**src/rtl/soc_gpio_pkg.sv**
```systemverilog
// soc_gpio_pkg: shared constants for the soc_gpio register window.
// Holds the byte addresses of the four decoded registers. Every other
// 4-bit address is unmapped: it reads as zero and ignores writes.
package soc_gpio_pkg;

  localparam logic [3:0] GPIO_ADDR_MODE = 4'h0;  // direction, read/write
  localparam logic [3:0] GPIO_ADDR_OUT  = 4'h4;  // output data, read/write
  localparam logic [3:0] GPIO_ADDR_IN   = 4'h8;  // pin levels, read-only
  localparam logic [3:0] GPIO_ADDR_TGL  = 4'hC;  // XOR into OUT, write-only

endpackage

```
**src/rtl/soc_gpio_sync.sv**
```systemverilog
// gpio_sync: parameterized-width two-flop synchronizer for asynchronous pin
// inputs. Both stages clear to zero under reset.
// Ports:
//   clk  - destination clock
//   rst  - asynchronous active-high reset
//   din  - asynchronous input bus
//   dout - synchronized output, two rising edges after din is sampled
module gpio_sync #(
  parameter int WIDTH = 32
) (
  input  logic             clk,
  input  logic             rst,
  input  logic [WIDTH-1:0] din,
  output logic [WIDTH-1:0] dout
);

  logic [WIDTH-1:0] meta_r;
  logic [WIDTH-1:0] sync_r;

  // Two-stage capture chain; the first stage may go metastable.
  always_ff @(posedge clk or posedge rst) begin
    if (rst) begin
      meta_r <= {WIDTH{1'b0}};
      sync_r <= {WIDTH{1'b0}};
    end else begin
      meta_r <= din;
      sync_r <= meta_r;
    end
  end

  assign dout = sync_r;

endmodule

```
**src/rtl/soc_gpio.sv**
```systemverilog
// soc_gpio: memory-mapped GPIO block with a 4-bit byte-addressed register
// window (MODE, OUT, IN, OUT_TGL). Writes take effect on the edge that
// samples gpio_we; reads are registered and always return the value held
// before any write in the same cycle.
// Build option: define SOC_GPIO_IN_SYNC_EN to route gpio_in through a
// two-flop synchronizer before the IN register (3-edge pin-to-rdata latency).
// Ports:
//   clk        - clock, rising edge active
//   rst        - asynchronous active-high reset
//   gpio_wdata - write data (only the low NUM_GPIO bits are used)
//   gpio_we    - write enable
//   gpio_addr  - register byte address
//   gpio_rdata - registered read data, zero-extended
//   gpio_ready - 0 in reset, 1 from the first edge after reset onward
//   gpio_mode  - per-pin direction, 1 = output
//   gpio_out   - output data register, not masked by gpio_mode
//   gpio_in    - pin input levels
module soc_gpio
  import soc_gpio_pkg::*;
#(
  parameter int IO_MAP_WIDTH = 32,
  parameter int NUM_GPIO     = 32
) (
  input  logic                    clk,
  input  logic                    rst,
  input  logic [IO_MAP_WIDTH-1:0] gpio_wdata,
  input  logic                    gpio_we,
  input  logic [3:0]              gpio_addr,
  output logic [IO_MAP_WIDTH-1:0] gpio_rdata,
  output logic                    gpio_ready,
  output logic [NUM_GPIO-1:0]     gpio_mode,
  output logic [NUM_GPIO-1:0]     gpio_out,
  input  logic [NUM_GPIO-1:0]     gpio_in
);

  logic [NUM_GPIO-1:0]     mode_r;
  logic [NUM_GPIO-1:0]     out_r;
  logic [IO_MAP_WIDTH-1:0] rdata_r;
  logic                    ready_r;

  logic [NUM_GPIO-1:0]     wdata_s;
  logic [NUM_GPIO-1:0]     in_val_s;
  logic [NUM_GPIO-1:0]     mode_next_s;
  logic [NUM_GPIO-1:0]     out_next_s;
  logic [IO_MAP_WIDTH-1:0] rdata_next_s;
  logic                    unused_wdata_s;

  assign wdata_s = gpio_wdata[NUM_GPIO-1:0];
  // Bits above NUM_GPIO carry no meaning; fold them so they are not dangling.
  assign unused_wdata_s = ^gpio_wdata;

`ifdef SOC_GPIO_IN_SYNC_EN
  gpio_sync #(
    .WIDTH (NUM_GPIO)
  ) u_in_sync (
    .clk  (clk),
    .rst  (rst),
    .din  (gpio_in),
    .dout (in_val_s)
  );
`else
  assign in_val_s = gpio_in;
`endif

  // Write decode: MODE/OUT load, OUT_TGL XORs into OUT, others ignored.
  always_comb begin
    mode_next_s = mode_r;
    out_next_s  = out_r;
    if (gpio_we) begin
      case (gpio_addr)
        GPIO_ADDR_MODE: mode_next_s = wdata_s;
        GPIO_ADDR_OUT:  out_next_s  = wdata_s;
        GPIO_ADDR_TGL:  out_next_s  = out_r ^ wdata_s;
        default: begin
          mode_next_s = mode_r;
          out_next_s  = out_r;
        end
      endcase
    end else begin
      mode_next_s = mode_r;
      out_next_s  = out_r;
    end
  end

  // Read mux built from current register values, so a same-cycle write is
  // not visible in the data captured on that edge.
  always_comb begin
    rdata_next_s = {IO_MAP_WIDTH{1'b0}};
    case (gpio_addr)
      GPIO_ADDR_MODE: rdata_next_s = IO_MAP_WIDTH'(mode_r);
      GPIO_ADDR_OUT:  rdata_next_s = IO_MAP_WIDTH'(out_r);
      GPIO_ADDR_IN:   rdata_next_s = IO_MAP_WIDTH'(in_val_s);
      default:        rdata_next_s = {IO_MAP_WIDTH{1'b0}};
    endcase
  end

  // Register file, read data and ready flag.
  always_ff @(posedge clk or posedge rst) begin
    if (rst) begin
      mode_r  <= {NUM_GPIO{1'b0}};
      out_r   <= {NUM_GPIO{1'b0}};
      rdata_r <= {IO_MAP_WIDTH{1'b0}};
      ready_r <= 1'b0;
    end else begin
      mode_r  <= mode_next_s;
      out_r   <= out_next_s;
      rdata_r <= rdata_next_s;
      ready_r <= 1'b1;
    end
  end

  assign gpio_mode  = mode_r;
  assign gpio_out   = out_r;
  assign gpio_rdata = rdata_r;
  assign gpio_ready = ready_r;

endmodule

```
**config.mk**
```make
export PLATFORM = sky130hd
export DESIGN_NAME = soc_gpio
export DESIGN_NICKNAME = d
export VERILOG_FILES = /design/src/rtl/soc_gpio_pkg.sv /design/src/rtl/soc_gpio_sync.sv /design/src/rtl/soc_gpio.sv
export SDC_FILE = /design/constraint.sdc
export NUM_CORES = 1
export LEC_CHECK = 0
export ABC_AREA = 1
export CAP_MARGIN = 20
export CORE_MARGIN = 4
export CORE_UTILIZATION = 40
export DETAILED_ROUTE_END_ITERATION = 10
export PLACE_DENSITY_LB_ADDON = 0.2
export SYNTH_ARGS = -nofsm -noshare
export SYNTH_HDL_FRONTEND = slang
export SYNTH_HIERARCHICAL = 1
export SYNTH_SLANG_ARGS = --single-unit
```
**constraint.sdc**
```tcl
create_clock -name clk -period 5.8 [get_ports clk]
set_clock_uncertainty 0.2 [all_clocks]
set_input_delay 0.58 -clock clk [delete_from_list [all_inputs] [get_ports clk]]
set_output_delay 0.58 -clock clk [all_outputs]
set_load 0.05 [all_outputs]
```
==> flow_summary.json, run 1 <==
{
  "synth_seq_cells": 97,
  "fin_tns_setup_ns": 0,
  "core-area_um2": 10900,
  "p_leak_nw": 3.31,
  "n_antenna_cell": 0,
  "finish.utilization_pct": 59.7,
  "p_sw_share_pct": 39.6,
  "cts_tree": "built",
  "hp-class": "register to register",
  "clock-sinks": 97,
  "maxCapViolCount": 0,
  "postCtsHoldBufs": 0,
  "yosysMostFrequentCell": "nand3_1",
  "drc": 0,
  "async_reset_ff_share_pct": 100,
  "required_ns": 5.82,
  "rsz0062_at_grt": "no",
  "routed_wl_mm": 13.2,
  "postCtsSetupRepairBufs": 0,
  "finish.instance_area_um2": 6530,
  "slew_viol_final": 0,
  "worst_ir_drop_vdd_mv": 0.141,
  "start_util_pct": 41.3,
  "root_buffer": "clkbuf_16",
  "numCtsBuffers": 9,
  "arrival_ns": 3.09,
  "gr-total-overflow": 0,
  "criticalPathCategory": "primary input to register",
  "htree_levels": 3,
  "syn_inst": 563,
  "ant_nets": 0,
  "syn_to_final_growth_pct": 44.5,
  "cts_resized": 0,
  "synth_top_area_share_pct": 53.7,
  "power_mw": 2.25,
  "end_kind": "register",
  "die_area_um2": 13100,
  "relSlewSlack_pct": 42.3,
  "drt_iter0_drc": 238,
  "power.density_nw_per_um2": 345,
  "yosysUniqueCellTypes": 15,
  "vias_per_cell": 5.13,
  "clock_path_buffers": 2,
  "status": "complete, no violations",
  "cp_top_family": "simple AND/OR/NAND/NOR gates",
  "dr.pass1.iters": 6,
  "synthesis.nets": 634,
  "power.share.clock_pct": 24.0,
  "start_kind": "primary input",
  "fmax_mhz": 326,
  "crit_path_cell_trace": "clkdlybuf4s50_1 > nor2_4 > nand3_2 > buf_16 > nand2_1 > o21ai_1",
  "p_sw_mw": 0.892,
  "final_hold_viol_count": 0,
  "place_area_um2": 6270,
  "yosysWarnings": 6,
  "drive_gt1_share_pct": 4.06,
  "crit_slowest_cell": "nand3_2",
  "portBuffers": 167,
  "path_buf_inv": 2,
  "grt_pass1_vias": 4396,
  "wl_per_cell_um": 15.5,
  "rows": 38,
  "fin_crit_sh_pct": 52.9,
  "reg2reg_slack_ns": 4.85,
  "period_needed_ns": 3.07,
  "vias": 4378,
  "clk_latency_ns": 0.34,
  "n_fill_cell": 1010,
  "seq_area_frac_synth_pct": 53.7,
  "gp_congestion": 0.765,
  "synth.top_cells.by_area": "dfrtp_1, nand3_1, nand2_1",
  "synth_ff_type": "dfrtp_1",
  "synth_edf_count": 0,
  "worstMarginPinSlew_ns": 0.865,
  "crit_fanout": 34,
  "grt_pass1_wl_mm": 21.7,
  "netlist_area_um2": 4520,
  "fp.dieW_um": 114,
  "synth_common_cells": "nand3_1, nand2_1, dfrtp_1",
  "p_int_mw": 1.36,
  "seqPwrFrac_pct": 39.1,
  "pin_count": 168,
  "dieHeight_um": 114,
  "antenna_found_initial": 0,
  "setup_viol_count_final": 0,
  "avgSynthCellArea_um2": 8.03,
  "final_nets": 781,
  "grtUsageTotal_pct": 20.8,
  "hpwlAfterDp_mm": 9.09,
  "slowest_delay_ns": 0.74,
  "clk_pin_slew_ns": 0.06,
  "grt_max_degree": 69,
  "synth_top_cell_by_area": "dfrtp_1",
  "p_comb_share_pct": 36.9
}
## worst min-delay path, stage by stage (launching register included)
cell and delay (ns):
dfrtp_1 0.37, nand2_1 0.06, o21ai_1 0.06
## layer usage
metal | vias up | track usage [%] | routed length (µm)
li1 | 2119 | - | -
met1 | 2088 | 26.0 | 5350
met2 | 156 | 35.6 | 6780
met3 | 15 | 3.44 | 875
met4 | 0 | 8.55 | 233
met5 | - | 0 | 0
## sequential cells by signal (all words and copies together), names as in the netlist
name and count:
gpio_mode 32, gpio_ready 1, gpio_rdata 32, gpio_out 32
## final timing paths
kind	depth (start not counted)	from	endpoint
max	6	gpio_addr[2]	gpio_mode[3]
min in group asynchronous	2	rst	gpio_rdata[27]
max in group asynchronous	3	rst	gpio_mode[4]
min reg2reg	2	gpio_mode[6]	gpio_mode[6]
min	2	gpio_mode[6]	gpio_mode[6]
max reg2reg	3	gpio_out[6]	gpio_out[6]
## cell type report
class	instances	area, µm²	share of cell area (%)
clock inverter	4	20.0	0.307
sequential	97	2430	37.2
multi-input combinational	360	1660	25.5
clock buffer	11	243	3.72
timing repair buffer	174	1740	26.7
tap	140	175	2.68
inverter	68	258	3.95
## cell families after synthesis
family / synth area share (%)
buffers and inverters: 9.77
and+or+nand+nor: 32.9
other: 0.0830
AOI/OAI and AO/OA: 3.54
DFF: 53.7
## metrics by stage
stage | std cells | hold slack, ns | setup slack [ns]
after floorplan | 563 | 0.513 | 2.49
after global placement | 838 | 0.296 | 2.20
after detailed placement | 839 | 0.309 | 2.37
after CTS | 854 | 0.324 | 2.72
after global routing | 854 | 0.339 | 2.45
final | 854 | 0.319 | 2.73
## cell usage in the layout, fill, tap and decap left out, types with 4 or more instances in the layout
| cell | netlist | layout |
|---|---|---|
| clkinv_2 | 0 | 4 |
| nand3_1 | 192 | 192 |
| dfrtp_1 | 97 | 97 |
| clkdlybuf4s50_1 | 0 | 167 |
| buf_4 | 3 | 6 |
| clkbuf_16 | 0 | 9 |
| o21ai_1 | 32 | 32 |
| inv_1 | 67 | 66 |
| nand2_1 | 129 | 129 |
## power by group through the flow
| stage | Combinational (mW) | Sequential (mW) | Clock (mW) |
|---|---|---|---|
| 2_1_floorplan | 0.158 | 1.24 | 0 |
| 3_3_place_gp | 0.821 | 0.886 | 0 |
| 3_5_place_dp | 0.837 | 0.890 | 0 |
| 4_1_cts | 0.840 | 0.880 | 0.554 |
| 5_1_grt | 0.876 | 0.895 | 0.582 |
| 6_report | 0.832 | 0.880 | 0.540 |
No activity file was read; power rests on OpenSTA's default activity.
==> inputs of run 2 (changes only) <==
Clock period 5.8 ns to 2.7 ns, I/O delays scaled along.
==> run 2 against run 1 <==
- cell count is 0.70% higher
- first-iteration DRC count rose by 34%
- worst setup slack lost 2.1 ns
- clock power rose to 2.6 times the previous value
- non-clock buffer count rose by 5
- utilization rose by 1.3 points
- via count is 1.4% lower
- final area is 2.2% higher
- critical path depth is 5 lower
- largest cell class unchanged
- die area is the same
- sequential power up 110%
==> flow_summary.json, run 2 (synthesis gave the netlist of run 1 again) <==
{
  "grt_pass1_vias": 4101,
  "place_inst": 844,
  "postCtsHoldBufs": 0,
  "period_needed_ns": 2.05,
  "final_hold_viol_count": 0,
  "most-common-layout-cells": "nand3_1, clkdlybuf4s50_1, nand2_1",
  "cp_top_family": "buffers and inverters",
  "worstMarginPinSlew_ns": 0.549,
  "status": "complete, no violations",
  "hp-class": "primary input to async pin",
  "power_mw": 5.07,
  "pin_count": 168,
  "finish.instance_area_um2": 6680,
  "cts_resized": 0,
  "core-area_um2": 10900,
  "final_nets": 786,
  "hpwlAfterDp_mm": 8.73,
  "grtUsageMet3_pct": 4.33,
  "worst_r2r_endpoint": "gpio_out[3]",
  "fmax_mhz": 488,
  "setup.worst_path.start": "gpio_out[22]",
  "relSlewSlack_pct": 63.3,
  "routed_wl_mm": 12.6,
  "slew_viol_final": 0,
  "clk_pin_slew_ns": 0.07,
  "crit_fanout": 4,
  "drt_iter0_drc": 318,
  "htree_levels": 3,
  "portBuffers": 167,
  "root_buffer": "clkbuf_16",
  "worstReg2RegStart": "gpio_out[3]",
  "gp_congestion": 0.796,
  "fin_tns_setup_ns": 0,
  "busiest_layer": "met2",
  "clock_path_buffers": 2,
  "drive_gt1_share_pct": 4.86,
  "crit_slowest_cell": "clkdlybuf4s50_1",
  "n_antenna_cell": 0,
  "antenna_found_initial": 0,
  "grt_max_degree": 98,
  "slowest_delay_ns": 0.83,
  "maxCapViolCount": 0,
  "path_buf_inv": 1,
  "die_area_um2": 13100,
  "fin_crit_sh_pct": 75.9,
  "rr_worst_depth": 3,
  "dieHeight_um": 114,
  "fp.dieW_um": 114,
  "gr-total-overflow": 0,
  "p_leak_nw": 3.36,
  "clk_latency_ns": 0.33,
  "fin_ws_ns": 0.649,
  "use_met1_pct": 26.3,
  "rows": 38,
  "vias": 4318,
  "grt_pass1_wl_mm": 20.7,
  "start_util_pct": 41.3,
  "cts_tree": "built",
  "vias_per_cell": 5.02,
  "multi_input_area_um2": 1660,
  "final_cells": 860,
  "layout_commonest_cell": "nand3_1",
  "regArea_um2": 2430,
  "finish.utilization_pct": 61.1,
  "dr.pass1.iters": 4,
  "numCtsBuffers": 9,
  "pre_cts_ws_ns": 0.624,
  "grtUsageTotal_pct": 19.4,
  "place_area_um2": 6340,
  "criticalPathCategory": "register to primary output",
  "ant_nets": 0,
  "reg2reg_slack_ns": 1.78,
  "rsz0062_at_grt": "no",
  "end_kind": "primary output",
  "syn_to_final_growth_pct": 47.7,
  "arrival_ns": 1.58,
  "met2_usage_pct": 31.9,
  "drc": 0,
  "required_ns": 2.23,
  "power.density_nw_per_um2": 760,
  "wl_per_cell_um": 14.7,
  "crit_path_cell_trace": "clkdlybuf4s50_1",
  "setup_viol_count_final": 0,
  "postCtsSetupRepairBufs": 0,
  "worst_ir_drop_vdd_mv": 0.439,
  "start_kind": "register",
  "clock-sinks": 97,
  "n_fill_cell": 971,
  "timing.hold.ws_ns": 0.235
}
## run 2: routing by layer
metal	share of wire, %	vias to the layer above	wire length, µm
li1	-	2132	-
met1	42	2033	5270
met2	50	139	6260
met3	7.6	14	964
met4	1.1	0	134
met5	0	-	0
## run 2: worst max path at each step
stage / end / slack, ns / cells past startpoint
6_report: gpio_out[22] / 0.65 / 1
2_1_floorplan: gpio_mode[0] / 1.08 / 1
3_3_place_gp: gpio_out[31] / 0.66 / 7
4_1_cts: gpio_out[19] / 0.62 / 1
5_1_grt: gpio_out[31] / 0.59 / 1
3_5_place_dp: gpio_out[31] / 0.62 / 7
## run 2: report_power, final
part | switching [mW] | total [mW] | internal, mW
logic | 1.17 | 1.79 | 0.620
registers | 0.214 | 1.89 | 1.68
clock network | 0.532 | 1.39 | 0.863
total | 1.91 | 5.07 | 3.16
## run 2: layout make-up
type	count	share of cell area [%]
Tap cell	140	2.62
Clock buffer	12	3.84
Multi-Input combinational cell	360	24.9
Inverter	68	3.88
Timing Repair Buffer	179	27.3
Sequential cell	97	36.4
Clock inverter	4	1.12
==> inputs of run 3 (changes only) <==
Clock period 2.7 ns to 1.7 ns, I/O delays scaled along.
==> run 3 against run 2 <==
- combinational power grew 55%
- total power is 52% higher
- via count is 1.6% higher
- sequential share of layout area is essentially flat
- hold slack worse by 0.030 ns
- die area did not move
- non-clock buffer count rose by 20
- clock power grew 37%
- cell count up 2.3%
- critical path type is now primary input to register
- largest power group unchanged
==> flow_summary.json, run 3 (synthesis gave the netlist of run 1 again) <==
{
  "maxCapViolCount": 0,
  "htree_levels": 3,
  "gp_congestion": 0.801,
  "final_hold_viol_count": 0,
  "gr-total-overflow": 0,
  "power_mw": 7.70,
  "layout_commonest_cell": "nand3_1",
  "portBuffers": 167,
  "vias": 4388,
  "fin_ws_ns": 0.257,
  "postCtsHoldBufs": 1,
  "wl_met2_mm": 6.70,
  "p_leak_nw": 3.64,
  "most-common-layout-cells": "nand3_1, nand2_1, buf_4",
  "numCtsBuffers": 9,
  "criticalPathCategory": "primary input to register",
  "wl_met1_mm": 5.49,
  "cts_resized": 0,
  "crit_fanout": 39,
  "fp.dieW_um": 114,
  "top_layer": "met4",
  "required_ns": 1.72,
  "fin_crit_sh_pct": 84.9,
  "wl_per_cell_um": 14.9,
  "drt_iter0_drc": 242,
  "p_int_mw": 4.64,
  "vias_per_cell": 4.99,
  "grtUsageTotal_pct": 20.6,
  "hpwlAfterDp_mm": 9.48,
  "grt_max_degree": 44,
  "rows": 38,
  "n_antenna_cell": 0,
  "clock_path_buffers": 2,
  "final_cells": 880,
  "die_area_um2": 13100,
  "finish.utilization_pct": 61.0,
  "drive_gt1_share_pct": 20.3,
  "cts_tree": "built",
  "routed_wl_mm": 13.1,
  "worst_ir_drop_vdd_mv": 0.645,
  "power.density_nw_per_um2": 1150,
  "grt_pass1_wl_mm": 21.8,
  "clk_pin_slew_ns": 0.07,
  "fmax_mhz": 693,
  "slew_viol_final": 0,
  "place_inst": 863,
  "status": "complete, no violations",
  "end_kind": "register",
  "ant_nets": 0,
  "p_sw_mw": 3.06,
  "p_sw_share_pct": 39.7,
  "rsz0062_at_grt": "no",
  "setup_viol_count_final": 0,
  "clk_latency_ns": 0.33,
  "seqPwrFrac_pct": 39.1,
  "dieHeight_um": 114,
  "start_kind": "primary input",
  "root_buffer": "clkbuf_16",
  "pin_count": 168,
  "met3_length_um": 815,
  "core-area_um2": 10900,
  "p_comb_share_pct": 36.1,
  "drc": 0,
  "grt_pass1_vias": 4373,
  "dr.pass1.iters": 5,
  "period_needed_ns": 1.44,
  "clock-sinks": 97,
  "antenna_found_initial": 0,
  "power.share.clock_pct": 24.8,
  "hp-class": "primary input to register",
  "arrival_ns": 1.46,
  "syn_to_final_growth_pct": 47.5,
  "pre_cts_ws_ns": -0.0497,
  "timing.hold.ws_ns": 0.205,
  "final_nets": 806,
  "start_util_pct": 41.3,
  "postCtsSetupRepairBufs": 0
}
[run 3: changes by cell type in the layout (fill, tap and decap cells not counted)]
cell | before | now
buf_4 | 7 | 112
clkdlybuf4s50_1 | 167 | 70
buf_12 | 5 | 16
clkinv_2 | 0 | 3
bufinv_16 | 2 | 0
clkinvlp_4 | 3 | 1
clkbuf_1 | 1 | 2
dlygate4sd3_1 | 0 | 1
[run 3: final cells by class]
cell class,instances,area [µm²]
clock buffer,13,260
sequential,97,2430
inverter,68,259
fill,971,4270
multi-input combinational,360,1660
tap,140,175
clock inverter,3,15.0
timing repair buffer,199,1870
[run 3: path summary, 6_finish.rpt]
check	to	from	slack (ns)	depth (start not counted)
max	gpio_out[2]	gpio_addr[1]	0.26	6
min	gpio_mode[25]	gpio_wdata[25]	0.20	3
max reg2reg	gpio_rdata[29]	gpio_out[29]	0.76	2
min reg2reg	gpio_mode[10]	gpio_mode[10]	0.32	2
max in group asynchronous	gpio_rdata[18]	rst	0.29	4
min in group asynchronous	gpio_mode[0]	rst	0.49	3
[run 3: power groups by stage]
| stage | registers [mW] | clock network (mW) | logic (mW) |
|---|---|---|---|
| detailed placement | 3.05 | 0 | 2.80 |
| CTS | 3.01 | 1.95 | 2.81 |
| finish | 3.01 | 1.91 | 2.78 |
| floorplan | 4.22 | 0 | 0.540 |
| global placement | 3.04 | 0 | 2.76 |
| global route | 3.07 | 2.07 | 2.95 |
[run 3: per-layer routing]
metal / global-route usage, % / vias to the layer above
li1: - / 2172
met1: 27.6 / 2080
met2: 34.5 / 132
met3: 4.44 / 4
met4: 4.67 / 0
met5: 0 / -
[run 3: metrics by stage]
stage | TNS [ns] | instance area, µm²
after floorplan | 0 | 4520
after global placement | -0.0101 | 6380
after detailed placement | -0.855 | 6380
after CTS | 0 | 6670
after global routing | 0 | 6670
final | 0 | 6670
[run 3: critical path, stage by stage]
cell	delay [ns]
clkdlybuf4s50_1	0.44
nor2_4	0.24
buf_12	0.25
nand3_1	0.15
nand3_1	0.12
nand2_1	0.07
